## src/rtl/conv_encoder.sv

```systemverilog
// conv_encoder: rate-1/2 K=3 (7,5 octal) convolutional encoder with a single-entry output register.
// Optional tail flushing is enabled by defining CONV_ENC_TAIL_EN; without it, frames end unterminated.
module conv_encoder #(
    parameter int CNT_W = 8
) (
    input  logic             clk,
    input  logic             rst,
    input  logic             in_bit,
    input  logic             in_valid,
    input  logic             in_last,
    output logic             in_ready,
    output logic [1:0]       sym_out,
    output logic             sym_valid,
    input  logic             sym_ready,
    output logic             sym_last,
    output logic [1:0]       enc_state,
    output logic [CNT_W-1:0] bit_cnt,
    output logic             cnt_ovf
);

    typedef enum logic [1:0] {IDLE, DATA, TAIL1, TAIL2} state_t;

    state_t     state, state_nx;
    logic       live;
    logic       free;
    logic       accept;
    logic       tail_go;
    logic       u;
    logic       last_nx;
    logic [1:0] enc_nx;

    // live holds in_ready low for the first cycle after reset releases
    assign free     = !sym_valid || sym_ready;
    assign in_ready = live && (state == IDLE || state == DATA) && free;
    assign accept   = in_valid && in_ready;
`ifdef CONV_ENC_TAIL_EN
    assign tail_go  = free && (state == TAIL1 || state == TAIL2);
`else
    assign tail_go  = 1'b0;
`endif
    // tail symbols are encoded with a forced zero input
    assign u = accept && in_bit;

    // next FSM state, next trellis state and sym_last for the symbol being loaded
    always_comb begin
        state_nx = state;
        enc_nx   = enc_state;
        last_nx  = 1'b0;
        if (accept) begin
            enc_nx = {in_bit, enc_state[1]};
`ifdef CONV_ENC_TAIL_EN
            state_nx = in_last ? TAIL1 : DATA;
`else
            state_nx = in_last ? IDLE : DATA;
            if (in_last) begin
                enc_nx  = 2'b00;
                last_nx = 1'b1;
            end
`endif
        end else if (tail_go) begin
            enc_nx   = {1'b0, enc_state[1]};
            state_nx = (state == TAIL1) ? TAIL2 : IDLE;
            last_nx  = (state == TAIL2);
        end
    end

    // FSM, trellis state and output register; a load wins over a drain on the same edge
    always_ff @(posedge clk or posedge rst) begin
        if (rst) begin
            live      <= 1'b0;
            state     <= IDLE;
            enc_state <= 2'b00;
            sym_out   <= 2'b00;
            sym_valid <= 1'b0;
            sym_last  <= 1'b0;
        end else begin
            live      <= 1'b1;
            state     <= state_nx;
            enc_state <= enc_nx;
            if (accept || tail_go) begin
                sym_out   <= {u ^ enc_state[1] ^ enc_state[0], u ^ enc_state[0]};
                sym_valid <= 1'b1;
                sym_last  <= last_nx;
            end else if (sym_ready) begin
                sym_valid <= 1'b0;
                sym_last  <= 1'b0;
            end
        end
    end

    // per-frame info-bit counter; restarts at 1 on the first bit of a frame and saturates
    always_ff @(posedge clk or posedge rst) begin
        if (rst) begin
            bit_cnt <= '0;
            cnt_ovf <= 1'b0;
        end else if (accept) begin
            if (state == IDLE) begin
                bit_cnt <= CNT_W'(1);
                cnt_ovf <= 1'b0;
            end else if (&bit_cnt) begin
                cnt_ovf <= 1'b1;
            end else begin
                bit_cnt <= bit_cnt + 1'b1;
            end
        end
    end

endmodule

```

## config.mk

```make
export PLATFORM = sky130hd
export DESIGN_NAME = conv_encoder
export DESIGN_NICKNAME = d
export VERILOG_FILES = /design/src/rtl/conv_encoder.sv
export SDC_FILE = /design/constraint.sdc
export NUM_CORES = 1
export LEC_CHECK = 0
export BUFFER_PORTS_ARGS = -buffer_cell sky130_fd_sc_hd__buf_2
export CAP_MARGIN = 20
export CORE_ASPECT_RATIO = 0.9
export CORE_UTILIZATION = 50
export DETAILED_ROUTE_END_ITERATION = 12
export HOLD_SLACK_MARGIN = 0.05
export PLACE_DENSITY = 0.8
export SETUP_SLACK_MARGIN = 0.05
export SKIP_CTS_REPAIR_TIMING = 1
export SLEW_MARGIN = 0
export SYNTH_ARGS = -nofsm -noshare
export SYNTH_HDL_FRONTEND = slang
export SYNTH_SLANG_ARGS = --single-unit
```

## constraint.sdc

```tcl
create_clock -name clk -period 1.8 [get_ports clk]
set_input_delay 0.09 -clock clk [delete_from_list [all_inputs] [get_ports clk]]
set_output_delay 0.09 -clock clk [all_outputs]
set_load 0.05 [all_outputs]
```

==> reports/metrics.yaml <==
detailed_routing:
  wl_per_cell_um: 13.3
  viasPerCell: 5.48
  dr.pass1.iters: 4
  dr.first_iter.drc_count: 33
  num_vias: 723
  wirelength_um: 1750
  drc: 0
  ant_nets: 0
grt:
  grt_max_degree: 18
  grt_first_pass_wirelength_um: 2640
  grt_pass1_vias: 593
  antenna_found_initial: 0
  overflow: 0
  grt_usage: 0.210
floorplan:
  fp.dieW_um: 44.7
  initial_core_util: 0.549
  ios: 22
  die_area_sq_um: 1810
  fp-row-count: 13
  coreArea_sq_um: 1500
  die_h_um: 40.5
synth:
  syn_area_per_cell_sq_um: 9.56
  ys_warn_count: 0
  synth.distinct_cells: 31
  syn_area_sq_um: 822
  synth-seq-cells: 17
  syn_inst: 86
  syn-num-nets: 93
  seq_area_frac_synth: 0.518
critical_path:
  cp.required_ns: 2.02
  arrival_ns: 1.87
  cp_max_fo: 12
  end_kind: "register"
  r2r-start: "bit_cnt[0]$_DFFE_PP0P_"
  crit_path_start_kind: "register"
  startpoint: "bit_cnt[0]$_DFFE_PP0P_"
  crit_type: "reg2reg"
clock_network:
  clkSinkCount: 17
  clock-root-buffer: "clkbuf_4"
  cts_tree: "built"
  numCtsBuffers: 3
  clk_latency_ns: 0.28
  htree_levels: 1
  clk_pin_slew_ns: 0.10
  cts_buffer_depth: 2
sta:
  fin_worst_skew_ns: 0.00609
  final_max_slew_viol_count: 0
  max_slew_margin: 0.569
  clock.fmax_mhz: 604
  grt_setup_unrepaired: "no"
  fin_ws_ns: 0.145
  worstMarginPinSlew_ns: 0.646
  tns_ns: 0
  fin_crit_ns: 1.65
  timing.final.crit_share: 0.919
  finalSetupViolCount: 0
  hold_violations: 0
worst_hold_path:
  hp-start: "in_last"
  hold_class: "in2reg"
placed_design:
  placement.io_buffers: 21
  hpwl_um: 1240
  dp.cells: 127
  gp_congestion: 0.791
  place_area_sq_um: 951
  place_ws_ns: 0.151
layout:
  multiInputGateArea_sq_um: 379
  nNetsFinal: 118
  syn_to_final_growth_pct: 20.4
  drive_gt1_frac: 0.291
  fillers: 126
  fin_cells: 132
  diodes: 0
  regArea_sq_um: 427
  final_area_sq_um: 990
job:
  cap_violations: 0
status:
  status: "finished, final reports clean"
pwr:
  leakage_nw: 0.492
  ir_drop_uv: 691
  finalPower_mw: 1.12
  p_per_area_nw_per_um2: 1130
where the power goes:
group / switching (mW) / total (mW) / internal [mW] / leakage [nW]
sequential: 0.0658 / 0.508 / 0.442 / 0.220
clock: 0.117 / 0.203 / 0.0860 / 0.0150
combinational: 0.307 / 0.408 / 0.101 / 0.257
total: 0.490 / 1.12 / 0.629 / 0.492
synth_stat cells (all sizes together):
master / count / area, sq um
a21oi: 7 / 35.0
or4: 2 / 15.0
nor3: 2 / 10.0
clkbuf: 2 / 7.51
nand3: 5 / 30.0
a31oi: 1 / 6.26
nand4b: 1 / 8.76
or4b: 1 / 10.0
o21ai: 7 / 35.0
nand2: 14 / 55.1
xor2: 1 / 8.76
nor2: 4 / 15.0
o31ai: 3 / 22.5
or3: 2 / 12.5
and4: 1 / 10.0
xnor2: 1 / 8.76
nand2b: 1 / 13.8
and2: 3 / 21.3
inv: 2 / 7.51
and3: 1 / 6.26
ha: 1 / 12.5
dfrtp: 17 / 425
conb: 1 / 3.75
nand4: 1 / 6.26
buf: 1 / 5.00
nand3b: 3 / 22.5
a21boi: 1 / 7.51
cells by family (layout without fill, tap and decap cells):
family | after synthesis | after routing | synth area share
buf+inv | 5 | 29 | 0.0244
xor+xnor | 2 | 2 | 0.0213
simple gates | 41 | 41 | 0.288
flops | 17 | 17 | 0.518
fa+ha+maj | 1 | 1 | 0.0152
other cells | 1 | 1 | 0.00456
compound gates | 19 | 19 | 0.129
registers in the layout, summed over array words and instances (netlist names):
register,cells
state,1
sym_out,2
enc_state,2
live,1
cnt_ovf,1
sym_valid,1
sym_last,1
bit_cnt,8
placed cells by master, fill, tap and decap left out, types with 2 or more instances in the layout:
cell type,synthesis,routed
or3_1,2,2
inv_1,2,2
or4_1,2,2
nor2_1,4,3
clkbuf_4,0,3
nor3_1,2,2
nand2_1,13,13
o21ai_0,6,6
buf_2,1,21
nand3b_1,3,3
a21oi_1,7,7
nand3_1,4,4
and2_1,2,2
dfrtp_1,17,16
o31ai_1,3,3
final cells by class:
class,instances,area share
sequential,17,0.431
timing repair buffer,23,0.124
tap,22,0.0278
clock buffer,4,0.0265
multi-input combinational,64,0.383
inverter,2,0.00759
worst paths after layout:
check                                    endpoint  slack (ns)  depth (start not counted)
min                          sym_last$_DFFE_PP0P_        0.06                          3
max reg2reg                bit_cnt[5]$_DFFE_PP0P_        0.15                          5
max in group asynchronous  bit_cnt[0]$_DFFE_PP0P_        0.92                          3
min reg2reg                sym_out[1]$_DFFE_PP0P_        0.49                          2
max                        bit_cnt[5]$_DFFE_PP0P_        0.15                          5
min in group asynchronous    sym_last$_DFFE_PP0P_        0.43                          3
per-layer routing:
layer  vias up  global-route usage  wire length (um)
met5         -                   0                 0
met4         0              0.0909                12
met3         2              0.0315                80
met2        25               0.338               821
met1       344               0.284               834
li1        352                   -                 -
stage by stage:
step            util  hold slack [ns]
3_3_place_gp   0.635            0.198
6_report       0.661           0.0568
4_1_cts        0.653           -0.105
2_1_floorplan      -           0.0160
5_1_grt        0.661           0.0840
3_5_place_dp   0.635            0.205
worst max-delay path, cell delays in order, from the launching register on:
cell     delay, ns
dfrtp_2       0.44
ha_1          0.26
nand3_1       0.15
nor2_2        0.11
or4_1         0.48
a21oi_1       0.15
Note: power is estimated with default switching activity, not from simulation.
